### src/rtl/txframe_gen.sv
// txframe_gen: command-driven sensor frame generator.
// Fetches one channel (cmd < CH_NUM) or all channels (cmd == 8'hFF) from the
// sensor-data cache, then streams a response frame byte by byte:
//   DEV_ID[15:8], DEV_ID[7:0], CNT[15:8], CNT[7:0], payload..., CRC[7:0], CRC[15:8]
// Invalid commands (code E1) and cache timeouts (code E2) produce an error
// frame with CNT = 1 and the error code as the single payload byte.
// CRC is CRC-16/MODBUS over everything from DEV_ID[15:8] to the last payload byte.
//
// Ports:
//   sys_clk, sys_rst        clock (rising edge), async active-low reset
//   cmd, cmd_flag           command from parser, one-cycle strobe
//   busy                    frame in progress
//   req_cmd, req_cmd_flag   channel request to the cache
//   req_data, req_data_flag sample returned by the cache
//   bus_data, bus_data_flag byte to the transmitter, one-cycle strobe
//   bus_send_finish         transmitter done with the current byte
//   err_flag                pulse when an error frame starts
//
// state   | meaning
// IDLE    | waiting for cmd_flag
// REQ     | issue one cache request for the current channel
// WAIT    | waiting for the cache sample, timeout running
// HDR     | sending device ID and byte count
// PAY     | sending buffered samples, MSB first, channel order
// ERR_PAY | sending the single error-code byte
// CRC     | sending CRC low then high byte
module txframe_gen #(
  parameter logic [15:0] DEV_ID      = 16'h0001,
  parameter int          DATA_W      = 32,
  parameter int          CH_NUM      = 4,
  parameter int          REQ_TIMEOUT = 255
) (
  input  logic              sys_clk,
  input  logic              sys_rst,
  input  logic [7:0]        cmd,
  input  logic              cmd_flag,
  output logic              busy,
  output logic [7:0]        req_cmd,
  output logic              req_cmd_flag,
  input  logic [DATA_W-1:0] req_data,
  input  logic              req_data_flag,
  output logic [7:0]        bus_data,
  output logic              bus_data_flag,
  input  logic              bus_send_finish,
  output logic              err_flag
);

  localparam int BW = DATA_W / 8;
  localparam int KW = (CH_NUM > 1) ? $clog2(CH_NUM) : 1;
  localparam int NW = $clog2(CH_NUM + 1);
  localparam int TW = $clog2(REQ_TIMEOUT + 1);
  localparam logic [TW-1:0] TMO_LAST = TW'(REQ_TIMEOUT - 1);
  localparam logic [2:0]    BW_LAST  = 3'(BW - 1);

  typedef enum logic [2:0] {
    S_IDLE, S_REQ, S_WAIT, S_HDR, S_PAY, S_CRC, S_ERR_PAY
  } state_t;

  state_t            r_state, w_next;
  logic              r_busy, r_req_flag, r_bus_flag, r_err_flag;
  logic [7:0]        r_req_cmd, r_bus_data, r_err_code, r_ch;
  logic              r_err;
  logic [NW-1:0]     r_nch;
  logic [KW-1:0]     r_k;
  logic [TW-1:0]     r_tmo;
  logic [2:0]        r_bidx;
  logic              r_pend;   // a byte must be presented on the next edge
  logic              r_out;    // a byte is on the bus awaiting bus_send_finish
  logic              r_last;   // the outstanding byte is the last of this state
  logic [15:0]       r_crc;
  logic [DATA_W-1:0] r_buf [CH_NUM];

  logic              w_cmd_ok, w_tmo, w_k_last, w_fin, w_issue, w_is_last;
  logic [7:0]        w_byte;
  logic [15:0]       w_cnt;
  logic [6:0]        w_shamt;

  function automatic logic [15:0] crc_upd(input logic [15:0] c, input logic [7:0] b);
    logic [15:0] x;
    x = c ^ {8'h00, b};
    for (int i = 0; i < 8; i++)
      x = x[0] ? ((x >> 1) ^ 16'hA001) : (x >> 1);
    return x;
  endfunction

  assign w_cmd_ok = (cmd < 8'(CH_NUM)) || (cmd == 8'hFF);
  assign w_tmo    = (r_tmo == TMO_LAST);
  assign w_k_last = ((NW'(r_k) + NW'(1)) == r_nch);
  assign w_fin    = bus_send_finish && r_out && r_last;
  assign w_cnt    = r_err ? 16'h0001 : (16'(r_nch) * 16'(BW));
  assign w_shamt  = 7'(DATA_W - 8) - {1'b0, r_bidx, 3'b000};

  // next-state
  always_comb begin
    w_next = r_state;
    case (r_state)
      S_IDLE:    if (cmd_flag) w_next = w_cmd_ok ? S_REQ : S_HDR;
      S_REQ:     w_next = S_WAIT;
      S_WAIT: begin
        // sample beats timeout when both land in the same cycle
        if (req_data_flag) w_next = w_k_last ? S_HDR : S_REQ;
        else if (w_tmo)    w_next = S_HDR;
      end
      S_HDR:     if (w_fin) w_next = r_err ? S_ERR_PAY : S_PAY;
      S_PAY:     if (w_fin) w_next = S_CRC;
      S_ERR_PAY: if (w_fin) w_next = S_CRC;
      S_CRC:     if (w_fin) w_next = S_IDLE;
      default:   w_next = S_IDLE;
    endcase
  end

  // byte selection for the emitting states
  always_comb begin
    w_issue   = 1'b0;
    w_byte    = 8'h00;
    w_is_last = 1'b0;
    case (r_state)
      S_HDR: begin
        w_issue   = r_pend;
        w_is_last = (r_bidx == 3'd3);
        case (r_bidx[1:0])
          2'd0: w_byte = DEV_ID[15:8];
          2'd1: w_byte = DEV_ID[7:0];
          2'd2: w_byte = w_cnt[15:8];
          2'd3: w_byte = w_cnt[7:0];
        endcase
      end
      S_PAY: begin
        w_issue   = r_pend;
        w_is_last = (r_bidx == BW_LAST) && w_k_last;
        w_byte    = 8'(r_buf[r_k] >> w_shamt);
      end
      S_ERR_PAY: begin
        w_issue   = r_pend;
        w_is_last = 1'b1;
        w_byte    = r_err_code;
      end
      S_CRC: begin
        w_issue   = r_pend;
        w_is_last = r_bidx[0];
        w_byte    = r_bidx[0] ? r_crc[15:8] : r_crc[7:0];
      end
      default: ;
    endcase
  end

  // state register and registered datapath
  always_ff @(posedge sys_clk or negedge sys_rst) begin
    if (!sys_rst) begin
      r_state    <= S_IDLE;
      r_busy     <= 1'b0;
      r_req_cmd  <= 8'h00;
      r_req_flag <= 1'b0;
      r_bus_data <= 8'h00;
      r_bus_flag <= 1'b0;
      r_err_flag <= 1'b0;
      r_err      <= 1'b0;
      r_err_code <= 8'h00;
      r_ch       <= 8'h00;
      r_nch      <= '0;
      r_k        <= '0;
      r_tmo      <= '0;
      r_bidx     <= 3'd0;
      r_pend     <= 1'b0;
      r_out      <= 1'b0;
      r_last     <= 1'b0;
      r_crc      <= 16'h0000;
    end else begin
      r_state    <= w_next;
      r_busy     <= (w_next != S_IDLE);
      r_req_flag <= 1'b0;
      r_bus_flag <= 1'b0;
      r_err_flag <= 1'b0;
      case (r_state)
        S_IDLE: begin
          r_bus_data <= 8'h00;
          if (cmd_flag) begin
            r_crc  <= 16'hFFFF;
            r_k    <= '0;
            r_bidx <= 3'd0;
            r_out  <= 1'b0;
            r_last <= 1'b0;
            if (w_cmd_ok) begin
              r_err <= 1'b0;
              r_ch  <= (cmd == 8'hFF) ? 8'h00 : cmd;
              r_nch <= (cmd == 8'hFF) ? NW'(CH_NUM) : NW'(1);
            end else begin
              r_err      <= 1'b1;
              r_err_code <= 8'hE1;
              r_err_flag <= 1'b1;
              r_pend     <= 1'b1;
            end
          end
        end
        S_REQ: begin
          r_req_cmd  <= r_ch;
          r_req_flag <= 1'b1;
          r_tmo      <= '0;
        end
        S_WAIT: begin
          if (req_data_flag) begin
            if (w_k_last) begin
              r_pend <= 1'b1;
            end else begin
              r_ch <= r_ch + 8'd1;
              r_k  <= r_k + 1'b1;
            end
          end else if (w_tmo) begin
            r_err      <= 1'b1;
            r_err_code <= 8'hE2;
            r_err_flag <= 1'b1;
            r_pend     <= 1'b1;
          end else begin
            r_tmo <= r_tmo + 1'b1;
          end
        end
        default: begin
          if (w_issue) begin
            r_bus_data <= w_byte;
            r_bus_flag <= 1'b1;
            r_out      <= 1'b1;
            r_pend     <= 1'b0;
            r_last     <= w_is_last;
            if (r_state != S_CRC) r_crc <= crc_upd(r_crc, w_byte);
            if (r_state == S_PAY && r_bidx == BW_LAST) begin
              r_bidx <= 3'd0;
              if (!w_k_last) r_k <= r_k + 1'b1;
            end else begin
              r_bidx <= r_bidx + 3'd1;
            end
          end else if (bus_send_finish && r_out) begin
            r_out <= 1'b0;
            if (r_last) begin
              // move on; the next state's first byte follows one cycle later
              r_last <= 1'b0;
              r_bidx <= 3'd0;
              r_k    <= '0;
              r_pend <= (r_state != S_CRC);
            end else begin
              r_pend <= 1'b1;
            end
          end
        end
      endcase
    end
  end

  // sample buffer has no reset; its contents are only read after being filled
  always_ff @(posedge sys_clk) begin
    if (r_state == S_WAIT && req_data_flag) r_buf[r_k] <= req_data;
  end

  assign busy          = r_busy;
  assign req_cmd       = r_req_cmd;
  assign req_cmd_flag  = r_req_flag;
  assign bus_data      = r_bus_data;
  assign bus_data_flag = r_bus_flag;
  assign err_flag      = r_err_flag;

endmodule

### config.mk
export PLATFORM = sky130hd
export DESIGN_NAME = txframe_gen
export DESIGN_NICKNAME = d
export VERILOG_FILES = /design/src/rtl/txframe_gen.sv
export SDC_FILE = /design/constraint.sdc
export NUM_CORES = 1
export LEC_CHECK = 0
export ABC_AREA = 0
export BUFFER_PORTS_ARGS = -buffer_cell sky130_fd_sc_hd__buf_4
export CORE_ASPECT_RATIO = 0.7
export CORE_UTILIZATION = 30
export DETAILED_ROUTE_END_ITERATION = 10
export MAX_ROUTING_LAYER = met4
export SYNTH_ARGS = -nofsm -noshare
export SYNTH_HDL_FRONTEND = slang
export SYNTH_SLANG_ARGS = --single-unit
### constraint.sdc
create_clock -name sys_clk -period 3.6 [get_ports sys_clk]
set_input_delay 0.54 -clock sys_clk [delete_from_list [all_inputs] [get_ports sys_clk]]
set_output_delay 0.54 -clock sys_clk [all_outputs]
set_load 0.02 [all_outputs]
# Word level (Yosys, flattened, before mapping)

Memories as Yosys holds them, arrays and structs flattened.
Cells that the tools add are included.

Input port bits: 45
Register bits: 75
Output and inout port bits: 20
Memories: 1
Word-level logic and storage cells: 182
RAM bits: 128

Add/subtract/negate cells: 6
Muxes and demuxes: 87
Shifts and indexed selects: 1
$lt $le $gt $ge: 1
Reductions and logical operators: 32
Bitwise logic cells: 11
Equal/unequal tests: 25

Memories:

| memory | words | bits a word | rd ports | clocked after Yosys merged registers in | write ports | RTL line | source |
|---|---|---|---|---|---|---|---|
| r_buf  | 4     | 32          | 1        | 0                                       | 1           | 71       | `logic [DATA_W-1:0] r_buf [CH_NUM];` |

Operator list:

| operator              | number |
|---|---|
| $mux W16              | 11 |
| $mux W8               | 13 |
| $pmux W8 S2           | 4 |
| $pmux W8 S4           | 2 |
| $mux W3               | 12 |
| $pmux W16 S2          | 1 |
| $shr A32 B7 Y8        | 1 |
| $mux W1               | 24 |
| $not A2 Y3            | 8 |
| $mux W2               | 10 |
| $pmux W3 S6           | 1 |
| $add A8 B1 Y8 const B | 2 |
| $eq A8 B8 Y1 const B  | 2 |
| $ne A2 B2 Y1 const B  | 8 |
| $xor A16 B8 Y16       | 1 |
| $reduce_and A4 Y1     | 3 |
| $reduce_and A6 Y1     | 2 |
| $reduce_and A5 Y1     | 2 |
| $eq A3 B2 Y1 const B  | 3 |
| $eq A3 B3 Y1 const B  | 3 |
| $ne A3 B3 Y1 const B  | 3 |
| $reduce_and A3 Y1     | 3 |
| $reduce_bool A3 Y1    | 3 |
| $lt A8 B3 Y1 const B  | 1 |
| other kinds (26)      | 40 |

# Logic depth before layout (Yosys ltp)

Gate-level depths: netlist (run 1).

Depth in word-level cells: 23
Gate-level depth with buffers: 13

# Worst setup path after synthesis (run 1)

OpenSTA, ideal clock, no wires.

Path kind: register to register
From: register r_k[0]
To: register r_crc[15]
Stages on the path, launching flop included: 11
Data arrival time: 3.147 ns
Setup time: 0.121 ns
Path slack: 0.332 ns
Path buffers: 2
Cells stage by stage: dfrtp_1 -> buf_6 -> buf_12 -> mux4_2 -> mux4_2 -> a21oi_2 -> xnor2_1 -> xor3_1 -> xnor3_2 -> xnor3_1 -> o22a_1

Word-level cells in the longest chain between the ends: 16
Elaborated cells on any way between the ends: 22
Those cells by class: shift (1); mux (12); bitwise (8); memory (1)

Ends and longest elaborated chain:

| item                                                    | RTL line | source |
|---|---|---|
| start: declaration                                      | 64       | `logic [KW-1:0] r_k;` |
| start signal: assignment                                | 206      | `r_k <= r_k + 1'b1;` |
| start signal: assignment                                | 227      | `if (!w_k_last) r_k <= r_k + 1'b1;` |
| $mem_v2 Z4 W32 (*)                                      | --       |  |
| $shr A32 B7 Y8 (*)                                      | 131      | `w_byte = 8'(r_buf[r_k] >> w_shamt);` |
| $pmux W8 S4 (*)                                         | 117      | `case (r_state)` |
| $xor A16 B8 Y16 (*)                                     | 80       | `x = c ^ {8'h00, b};` |
| $mux W16 (*) (6 in a row)                               | 82       | `x = x[0] ? ((x >> 1) ^ 16'hA001) : (x >> 1);` |
| $not A2 Y3 (no source line) or $mux W16 (tied branches) | --       |  |
| $mux W16 (*) (2 in a row)                               | 82       |  |
| $mux W16 (*)                                            | 224      | `if (r_state != S_CRC) r_crc <= crc_upd(r_crc, w_byte);` |
| $mux W16 (*)                                            | 218      | `if (w_issue) begin` |
| $pmux W16 S2 (*)                                        | 174      | `case (r_state)` |
| end signal: assignment                                  | 224      |  |
| end: declaration                                        | 70       | `logic [15:0] r_crc;` |

Every way passes the cells marked *; elsewhere a longest branch is shown, timed or not. The select of a mux whose other input is x is not followed.
A chain may end at the register's enable or synchronous reset.

# Worst setup path in the final report (run 1)

Same ends and word-level chain as after synthesis.

==> out/results.txt, run 1 <==
Fin Clk Skew - 0.0177 ns
core area - 0.0290 mm2
Sequential Power Share - 0.385
Initial Utilization - 0.306
CTS Buf Count - 17
H-Tree Depth - 4
endpoints failing setup - 0
CP max-delay cell - mux4_1
RSZ-0062 raised after global routing - no
Critical R2R Launch - r_k[0]$_DFFE_PN0P_
CP Cell Sequence - buf_12, mux4_1, mux4_2, a21oi_2, xnor2_1, xor3_1, xnor3_2, xnor3_1, o22a_1
crit-path max FO - 14
area growth from synthesis to layout - 18.6%
top post-synthesis cells by area - edfxtp_1 (43%), dfrtp_1 (20%), mux4_2 (4.8%)
hold-fix buffers at CTS - 0
vias per cell - 4.96
fmax - 0.292 GHz
Antenna Cells - 0
CP endpoint kind - flip-flop
Hold WC Path Type - in -> async
post-CTS setup buffers - 0
Routed wire per std cell - 18.2 um
Switching Share - 0.356
Psw - 2.90 mW
gate count of the mapped netlist - 643
Peak VDD IR - 0.442 mV
Final Power - 8.16 mW
Post-DP Area - 0.00992 mm2
antenna viol nets, final - 0
Register Area - 0.00557 mm2
vias in the first global route - 5559
CTS tree - built
max-slew violations - 0
Clock Latency Late Sink - 0.44 ns
dpl ws - 0.178 ns
Die W - 207 um
final hold viol count - 0
Setup Total Neg Slack - 0 ns
post-CTS resize count - 0
Power Dens Cells - 777 mW/mm2
Synth cell types - 65
Primary FF master, synth - edfxtp_1
global-route wire length before repair - 32500 um
Die Y - 146 um
RePlAce Congestion - 0.948
Critical path origin - r_k[0]$_DFFE_PN0P_
Worst setup SP type - flip-flop
Critical Path RT - 3.93 ns
Filler cells - 2776
DP Wirelength - 14000 um
grt total ovfl - 0
R2R Setup Slk - 0.18 ns
Post-synth EDFFs - 128
Clk pwr share - 0.229
IO Count - 65
vias post-DR - 5565
Critical Path AT - 3.76 ns
Setup WS post-layout - 0.176 ns
DR iter-0 viols - 439
Max Cap Violations - 0
Int Pwr - 5.26 mW
FP Rows - 52
first drt pass iteration count - 5
Final Cycle Share - 0.951
async set-or-reset flop fraction in the synthesized netlist - 0.350
initial antenna violation count - 0
critical path class - reg -> reg
share of layout cells above drive strength 1 - 0.227
LEAKAGE - 4.04 nW
DR DRC count - 0
CTS max path bufs - 2
largest net degree at the start of global routing - 70
Avg Inst Size Synth - 13.8 um2
port bufs - 64
nets - 784
syn_nets - 697
synthesized area - 0.00885 mm2
outcome - completed
Yosys top cell area share - 0.434
yosys warns - 0
root buffer cell - clkbuf_16
post-route cell area - 0.0105 mm2
clock sink count - 197
cell taking the most area after synthesis - edfxtp_1
min cycle time layout - 3.42 ns
Reg2Reg Depth - 9
Multi-input gate area - 0.00306 mm2
GRT Util Overall - 0.145
max_slew headroom - 0.370
Worst-Margin Slew - 0.945 ns
die area - 0.0302 mm2
Synth Register Bits - 197
clock-pin slew of the registers on the worst-case setup and hold paths - 0.08 ns
max incr delay on CP - 0.55 ns
combinational share of power - 0.386
post-synthesis sequential area ratio - 0.629
DRT Wirelength - 20400 um
==> kinds of logic (layout without fill, tap and decap cells) <==
logic type,count (synthesis),in the layout,share of synthesized area
simple gates,187,187,0.0972
compound gates,122,122,0.0886
mux,55,55,0.112
buf+inv,46,146,0.0250
flops,197,197,0.629
fa+ha+maj,9,9,0.0127
xor+xnor,27,27,0.0348
==> cells in the final DEF (no fill, tap or decap), types with 8 or more instances in the layout <==
master / n
mux4_2: 19
and3_1: 11
xor2_1: 8
clkbuf_16: 17
nand2_1: 81
edfxtp_1: 128
ha_1: 9
nor2_1: 47
o21ai_0: 30
buf_4: 98
mux2i_1: 15
a21oi_1: 46
mux2_2: 9
mux4_1: 12
nand3_1: 9
dfrtp_1: 68
inv_1: 15
xnor2_1: 14
==> layout make-up <==
type,instances,area share
Clock buffer,17,0.0405
Inverter,15,0.00536
Sequential cell,197,0.531
Tap cell,378,0.0450
Multi-Input combinational cell,400,0.291
Timing Repair Buffer,99,0.0720
Clock inverter,15,0.0150
==> sequential cells by signal, indices dropped and copies added (netlist names) <==
| signal | cells |
|---|---|
| r_ch | 8 |
| r_err | 1 |
| req_cmd_flag | 1 |
| r_out | 1 |
| bus_data_flag | 1 |
| err_flag | 1 |
| r_pend | 1 |
| busy | 1 |
| bus_data | 8 |
| r_last | 1 |
| r_k | 2 |
| r_buf | 128 |
| r_state | 3 |
| r_bidx | 3 |
| r_nch | 2 |
| req_cmd | 8 |
| r_tmo | 8 |
| r_crc | 16 |
| r_err_code | 3 |
==> per-stage QoR <==
| step | instances | hold WS (ns) | util |
|---|---|---|---|
| global placement | 1089 | 0.452 | 0.343 |
| detailed placement | 1089 | 0.462 | 0.343 |
| finish | 1121 | 0.215 | 0.363 |
| CTS | 1121 | 0.266 | 0.363 |
| floorplan | 643 | 0.244 | - |
| global route | 1121 | 0.275 | 0.363 |
==> final timing paths <==
check / endpoint
worst max-delay path: r_crc[15]$_DFFE_PN0P_
worst min-delay path: req_cmd[5]$_DFFE_PN0P_
worst max register to register: r_crc[15]$_DFFE_PN0P_
worst min register to register: req_cmd[1]$_DFFE_PN0P_
max in group asynchronous: r_k[0]$_DFFE_PN0P_
min in group sys_clk: r_buf[3][2]$_DFFE_PP_
==> layer usage <==
metal  global-route usage  share of wire  vias to the layer above
met4               0.0321         0.0063                        0
met2                0.196           0.42                      156
met1                0.217           0.52                     2799
met3               0.0354          0.055                        9
met5                    -              0                        -
li1                     -              -                     2601
==> critical path: cells and delay by family, from the launching register on <==
kind | cells | cell delay, ns
muxes | 2 | 1.08
AOI/OAI and AO/OA | 2 | 0.35
DFF | 1 | 0.40
buffers and inverters | 1 | 0.16
xor gates and xnor gates | 4 | 1.31
==> power by group through the flow <==
stage	Clock, mW	Combinational (mW)	Sequential, mW
2_1_floorplan	0	2.22	3.16
3_3_place_gp	0	3.12	3.17
3_5_place_dp	0	3.16	3.18
4_1_cts	1.92	3.17	3.13
5_1_grt	2.00	3.46	3.20
6_report	1.87	3.15	3.14
==> cell usage after synthesis, drive strengths merged, types with 11 or more instances <==
cell type / n
o21ai: 31
buf: 14
inv: 15
clkbuf: 17
edfxtp: 128
and3: 11
dfrtp: 69
nor2: 47
a21oi: 47
mux4: 31
mux2i: 15
xnor2: 14
nand2: 81
No activity file was read; power rests on OpenSTA's default activity.
==> run 2: changes to the inputs <==
--- a/config.mk
+++ b/config.mk
@@ -11,6 +11,7 @@
 export CORE_UTILIZATION = 30
 export DETAILED_ROUTE_END_ITERATION = 10
 export MAX_ROUTING_LAYER = met4
+export RECOVER_POWER = 50
 export SYNTH_ARGS = -nofsm -noshare
 export SYNTH_HDL_FRONTEND = slang
 export SYNTH_SLANG_ARGS = --single-unit
==> run 2 against run 1 <==
Net effect:
- the flow now finishes with violations (capacitance limit, slew limit)
- via count up 0.31%
- final cell count unchanged
- design area down 1.5%
- first-iteration DRC count unchanged
- clock-buffer cell count unchanged
- core utilization down 0.55 points
- critical path type unchanged
==> out/results.txt, run 2 (synthesis results as in run 1) <==
Routed wire per std cell - 18.2 um (+0.29%)
LEAKAGE - 3.88 nW (-3.8%)
failing checks - capacitance limit, slew limit
H-Tree Depth - 4 (unchanged)
Worst-Margin Slew - 1.86 ns (+0.912 ns)
Critical Path RT - 3.93 ns (about the same)
initial antenna violation count - 0 (unchanged)
Initial Utilization - 0.306 (unchanged)
Psw - 2.90 mW (about the same)
Setup WS post-layout - 0.170 ns (-0.00605 ns)
global route hottest layer - met1
Die Y - 146 um (unchanged)
Clock Latency Late Sink - 0.44 ns (about the same)
Peak VDD IR - 0.443 mV (+0.31%)
met3 usage - 0.0354 (unchanged)
CP endpoint kind - flip-flop
vias post-DR - 5582 (+0.31%)
fmax - 0.292 GHz (-0.18%)
Final Cycle Share - 0.953 (+0.00168)
Reg with most FFs - r_buf
worst hold stages - 3
RePlAce Congestion - 0.948 (unchanged)
CP most frequent cell - xnor3_1
combinational share of power - 0.383 (-0.003)
clock-pin slew of the registers on the worst-case setup and hold paths - 0.08 ns (about the same)
nets - 784 (unchanged)
DR iter-0 viols - 439 (unchanged)
first drt pass iteration count - 5 (unchanged)
port bufs - 64 (unchanged)
dpl ws - 0.178 ns (unchanged)
Switching Share - 0.358 (+0.00189)
CP Cell Sequence - buf_4, mux4_1, mux2_2, and3_1, a2111oi_4, xnor3_1, xnor3_2, xnor3_1, o22a_1
area growth from synthesis to layout - 16.8%
Hold WC Path Type - in -> reg
R2R Setup Slk - 0.17 ns (about the same)
largest net degree at the start of global routing - 70 (unchanged)
min cycle time layout - 3.43 ns (+0.00605 ns)
hold-fix buffers at CTS - 0 (unchanged)
max-slew violations - 70 (+70)
root buffer cell - clkbuf_16
antenna viol nets, final - 0 (unchanged)
most common cell after layout, fill and taps aside - edfxtp_1
FP Rows - 52 (unchanged)
Antenna Cells - 0 (unchanged)
Setup Total Neg Slack - 0 ns (unchanged)
Largest register FFs - 128 (unchanged)
Filler cells - 2793 (+0.61%)
CP max-delay cell - mux4_1
Stages on worst setup path - 9 (unchanged)
vias per cell - 4.98 (+0.31%)
endpoints failing setup - 0 (unchanged)
post-CTS resize count - 0 (unchanged)
critical path class - reg -> reg
Power Dens Cells - 785 mW/mm2 (+0.96%)
crit-path leading delay family - XOR/XNOR gates
CTS Buf Count - 17 (unchanged)
most frequent cells in the layout - edfxtp_1 (128), nand2_1 (81), dfrtp_1 (68), buf_4 (55), nor2_1 (47)
IO Count - 65 (unchanged)
Clk pwr share - 0.230 (about the same)
Int Pwr - 5.21 mW (-0.87%)
M2 GR Usage - 0.196 (unchanged)
die area - 0.0302 mm2 (unchanged)
Fin Clk Skew - 0.0152 ns (-0.00255 ns)
Worst setup SP type - flip-flop
crit-path max FO - 6 (-8)
vias in the first global route - 5559 (unchanged)
share of layout cells above drive strength 1 - 0.171 (-0.0565)
core area - 0.0290 mm2 (unchanged)
DR DRC count - 0 (unchanged)
final hold viol count - 0 (unchanged)
outcome - finished with violations
CTS tree - built
Reg2Reg Depth - 9 (unchanged)
post-CTS setup buffers - 0 (unchanged)
Max Cap Violations - 1 (+1)
clock sink count - 197 (unchanged)
RSZ-0062 raised after global routing - no
Sequential Power Share - 0.387 (+0.002)
grt total ovfl - 0 (unchanged)
Die W - 207 um (unchanged)
max incr delay on CP - 0.54 ns (about the same)
DRT Wirelength - 20400 um (+0.29%)
GRT Util Overall - 0.145 (unchanged)
max_slew headroom - -0.238 (-0.608)
DP Wirelength - 14000 um (unchanged)
Critical Path AT - 3.76 ns (about the same)
CTS max path bufs - 2 (unchanged)
Global Route met1 Usage - 0.217 (unchanged)
Regs by FF count - r_buf x128, r_crc x16
global-route wire length before repair - 32500 um (unchanged)
Crit path buffers/inverters - 1 (unchanged)
[run 2: cell types whose count changed in the layout (fill, tap and decap cells not counted), sizes merged]
cell    before  now
clkbuf      17   60
buf         99   56
[run 2: path summary, 6_finish.rpt]
| path | startpoint | end |
|---|---|---|
| max in group asynchronous | sys_rst | r_k[0]$_DFFE_PN0P_ |
| min reg2reg | req_cmd[1]$_DFFE_PN0P_ | req_cmd[1]$_DFFE_PN0P_ |
| max reg2reg | r_k[0]$_DFFE_PN0P_ | r_crc[15]$_DFFE_PN0P_ |
| min in group asynchronous | sys_rst | req_cmd[5]$_DFFE_PN0P_ |
| max | r_k[0]$_DFFE_PN0P_ | r_crc[15]$_DFFE_PN0P_ |
| min | cmd[0] | r_ch[0]$_DFFE_PN0P_ |
[run 2: area by class of cell]
class                      count  area [um2]  share of cell area
multi-input combinational    400        3060               0.296
clock inverter                15         158              0.0152
clock buffer                  17         425              0.0411
tap                          378         473              0.0457
inverter                      15        56.3             0.00545
sequential                   197        5570               0.539
timing repair buffer          99         596              0.0576
[run 2: worst reg2reg max path, cell delays in order (launching register included)]
cell and delay, ns:
dfrtp_2 0.40, buf_4 0.16, mux4_1 0.54, mux2_2 0.31, and3_1 0.21, a2111oi_4 0.41
xnor3_1 0.34, xnor3_2 0.42, xnor3_1 0.37, o22a_1 0.16
[run 2: power by group through the flow]
stage | combinational (mW) | clock, mW | sequential (mW)
after floorplan | 2.22 | 0 | 3.16
after global placement | 3.12 | 0 | 3.17
after detailed placement | 3.16 | 0 | 3.18
after CTS | 3.17 | 1.92 | 3.13
after global routing | 3.41 | 2.00 | 3.20
final | 3.11 | 1.87 | 3.14
[run 2: stage by stage]
stage               total power, mW  hold WS, ns  area, um2  utilization  std cells
floorplan                      5.38        0.244       8850            -        643
global route                   8.61        0.355      10300        0.357       1121
finish                         8.11        0.354      10300        0.357       1121
CTS                            8.22        0.266      10500        0.363       1121
detailed placement             6.33        0.462       9920        0.343       1089
global placement               6.30        0.452       9920        0.343       1089
[run 2: layer usage]
layer	wire length, um	vias to the layer above
li1	-	2597
met1	10600	2828
met2	8590	148
met3	1060	9
met4	129	0
met5	0	-
==> run 3: changes to the inputs <==
--- a/config.mk
+++ b/config.mk
@@ -6,11 +6,13 @@
 export NUM_CORES = 1
 export LEC_CHECK = 0
 export ABC_AREA = 0
+export ABC_CLOCK_PERIOD_IN_PS = 3600
 export BUFFER_PORTS_ARGS = -buffer_cell sky130_fd_sc_hd__buf_4
 export CORE_ASPECT_RATIO = 0.7
 export CORE_UTILIZATION = 30
 export DETAILED_ROUTE_END_ITERATION = 10
 export MAX_ROUTING_LAYER = met4
+export PLACE_DENSITY = 0.44
 export RECOVER_POWER = 50
 export SYNTH_ARGS = -nofsm -noshare
 export SYNTH_HDL_FRONTEND = slang
==> run 3 against run 2 <==
Net effect:
- the run still ends with capacitance limit, slew limit left
- critical path type unchanged
- flip-flop and latch count did not move
- core utilization increased by 0.069 points
- register-to-register slack is essentially flat
- sequential share of layout area down 0.092 points
- clock power barely moved
- largest power group unchanged
- clock-buffer cell count grew 1
- sequential power about the same
- wire length increased by 2.7%
- critical path depth did not move
==> out/results.txt, run 3 (synthesis results as in run 1) <==
Max Cap Violations - 1 (unchanged)
Post-DP Area - 0.00992 mm2 (unchanged)
final hold viol count - 0 (unchanged)
Critical Path AT - 3.76 ns (about the same)
port bufs - 64 (unchanged)
Switching Share - 0.353 (-0.00447)
die area - 0.0302 mm2 (unchanged)
Die W - 207 um (unchanged)
share of layout cells above drive strength 1 - 0.168 (-0.00336)
FP Rows - 52 (unchanged)
Final Cycle Share - 0.953 (about the same)
global-route wire length before repair - 33100 um (+1.7%)
root buffer cell - clkbuf_16
antenna viol nets, final - 0 (unchanged)
Critical R2R Launch - r_k[0]$_DFFE_PN0P_
grt total ovfl - 0 (unchanged)
post-route cell area - 0.0104 mm2 (+0.19%)
max_slew headroom - -0.236 (+0.00145)
outcome - finished with violations
Critical Path RT - 3.92 ns (about the same)
failing checks - capacitance limit, slew limit
Final Power - 8.15 mW (+0.50%)
initial antenna violation count - 0 (unchanged)
most frequent cells in the layout - edfxtp_1 (128), nand2_1 (81), dfrtp_1 (67), buf_4 (48), nor2_1 (47)
Regs by FF count - r_buf x128, r_crc x16
CTS tree - built
GRT Util Overall - 0.150 (+0.00452)
RePlAce Congestion - 0.835 (-12%)
min cycle time layout - 3.43 ns (+0.000222 ns)
LEAKAGE - 3.88 nW (about the same)
Peak VDD IR - 0.384 mV (-13%)
CP endpoint kind - flip-flop
CTS Buf Count - 17 (unchanged)
max-slew violations - 70 (unchanged)
H-Tree Depth - 4 (unchanged)
most common cell after layout, fill and taps aside - edfxtp_1
Largest register FFs - 128 (unchanged)
Setup Total Neg Slack - 0 ns (unchanged)
vias post-DR - 5497 (-1.5%)
largest net degree at the start of global routing - 70 (unchanged)
Power Dens Cells - 787 mW/mm2 (+0.31%)
vias in the first global route - 5636 (+1.4%)
hold_sp - req_data[26]
RSZ-0062 raised after global routing - no
IO Count - 65 (unchanged)
combinational share of power - 0.386 (+0.003)
crit-path max FO - 4 (-2)
critical path class - reg -> reg
Worst-Margin Slew - 1.85 ns (-0.00217 ns)
Sequential Power Share - 0.386 (about the same)
DR DRC count - 0 (unchanged)
Reg with most FFs - r_buf
clock sink count - 197 (unchanged)
fmax - 0.292 GHz (about the same)
Clock Latency Late Sink - 0.45 ns (about the same)
Routed wire per std cell - 18.8 um (+2.9%)
Critical path origin - r_k[0]$_DFFE_PN0P_
Clk pwr share - 0.228 (-0.002)
Filler cells - 2772 (-0.75%)
first drt pass iteration count - 4 (-1)
area growth from synthesis to layout - 17.0%
clock-pin slew of the registers on the worst-case setup and hold paths - 0.07 ns (about the same)
Die Y - 146 um (unchanged)
core area - 0.0290 mm2 (unchanged)
Inst Count DP - 1084 (-0.46%)
Antenna Cells - 0 (unchanged)
Hold WC Path Type - in -> reg
Psw - 2.88 mW (-0.75%)
final design utilization - 0.358 (+0.000691)
Int Pwr - 5.27 mW (+1.2%)
DR iter-0 viols - 377 (-14%)
vias per cell - 4.92 (-1.3%)
Post-Layout Cell Count - 1118 (-0.27%)
DRT Wirelength - 21000 um (+2.7%)
Fin Clk Skew - 0.0135 ns (-0.00164 ns)
worst hold stages - 1 (-2)
Reg2Reg Depth - 9 (unchanged)
CTS max path bufs - 2 (unchanged)
nets - 781 (-0.38%)
hold-fix buffers at CTS - 0 (unchanged)
endpoints failing setup - 0 (unchanged)
Initial Utilization - 0.306 (unchanged)
DP Wirelength - 14300 um (+2.4%)
Worst setup SP type - flip-flop
==> run 3: cell types whose count changed in the layout (fill, tap and decap cells not counted), sizes merged <==
cell	before	now
buf	56	54
inv	23	21
bufinv	0	1
==> run 3: final cells by class <==
cell class | count | area [um2] | share of cell area
sequential | 197 | 5570 | 0.538
multi-input combinational | 400 | 3060 | 0.295
timing repair buffer | 96 | 624 | 0.0603
tap | 378 | 473 | 0.0457
clock buffer | 18 | 429 | 0.0414
clock inverter | 14 | 144 | 0.0139
inverter | 15 | 56.3 | 0.00543
==> run 3: per-layer routing <==
layer | GRT usage | vias to the layer above | wire length [um]
met5 | - | - | 0
met4 | 0.0407 | 0 | 185
met3 | 0.0328 | 18 | 758
met2 | 0.218 | 104 | 9220
met1 | 0.209 | 2781 | 10800
li1 | - | 2594 | -
==> run 3: timing repair <==
item / 4_1_cts / 5_1_grt
resized for setup: 0 / 1
setup buffers: 0 / 2
setup endpoints to repair: 0 / 1
==> run 3: final timing paths <==
| path | end | slack, ns |
|---|---|---|
| worst max-delay path | r_crc[15]$_DFFE_PN0P_ | 0.17 |
| worst min-delay path | r_buf[2][26]$_DFFE_PP_ | 0.35 |
| worst max register to register | r_crc[15]$_DFFE_PN0P_ | 0.17 |
| worst min register to register | r_err_code[6]$_DFFE_PN0P_ | 0.48 |
| max in group asynchronous | r_k[0]$_DFFE_PN0P_ | 1.78 |
| min in group asynchronous | req_cmd_flag$_DFF_PN0_ | 0.61 |
==> run 3: per-stage QoR <==
stage / setup WS [ns] / hold WS, ns
6_report: 0.170 / 0.354
3_5_place_dp: 0.102 / 0.467
3_3_place_gp: 0.164 / 0.463
2_1_floorplan: 0.332 / 0.244
5_1_grt: 0.0518 / 0.340
4_1_cts: 0.0517 / 0.262
==> run 3: power by group through the flow <==
stage | Combinational (mW) | Sequential [mW] | Clock [mW]
after global routing | 3.44 | 3.20 | 2.01
after CTS | 3.18 | 3.16 | 1.92
after detailed placement | 3.15 | 3.21 | 0
after global placement | 3.12 | 3.20 | 0
final | 3.14 | 3.15 | 1.86
after floorplan | 2.22 | 3.16 | 0
==> run 3: worst max-delay path, cell delays in order (launching register included) <==
cell,delay (ns)
dfrtp_2,0.38
buf_2,0.18
mux4_1,0.56
mux2_2,0.30
and3_1,0.21
a2111oi_4,0.36
xnor3_1,0.33
xnor3_2,0.44
xnor3_1,0.37
o22a_1,0.16
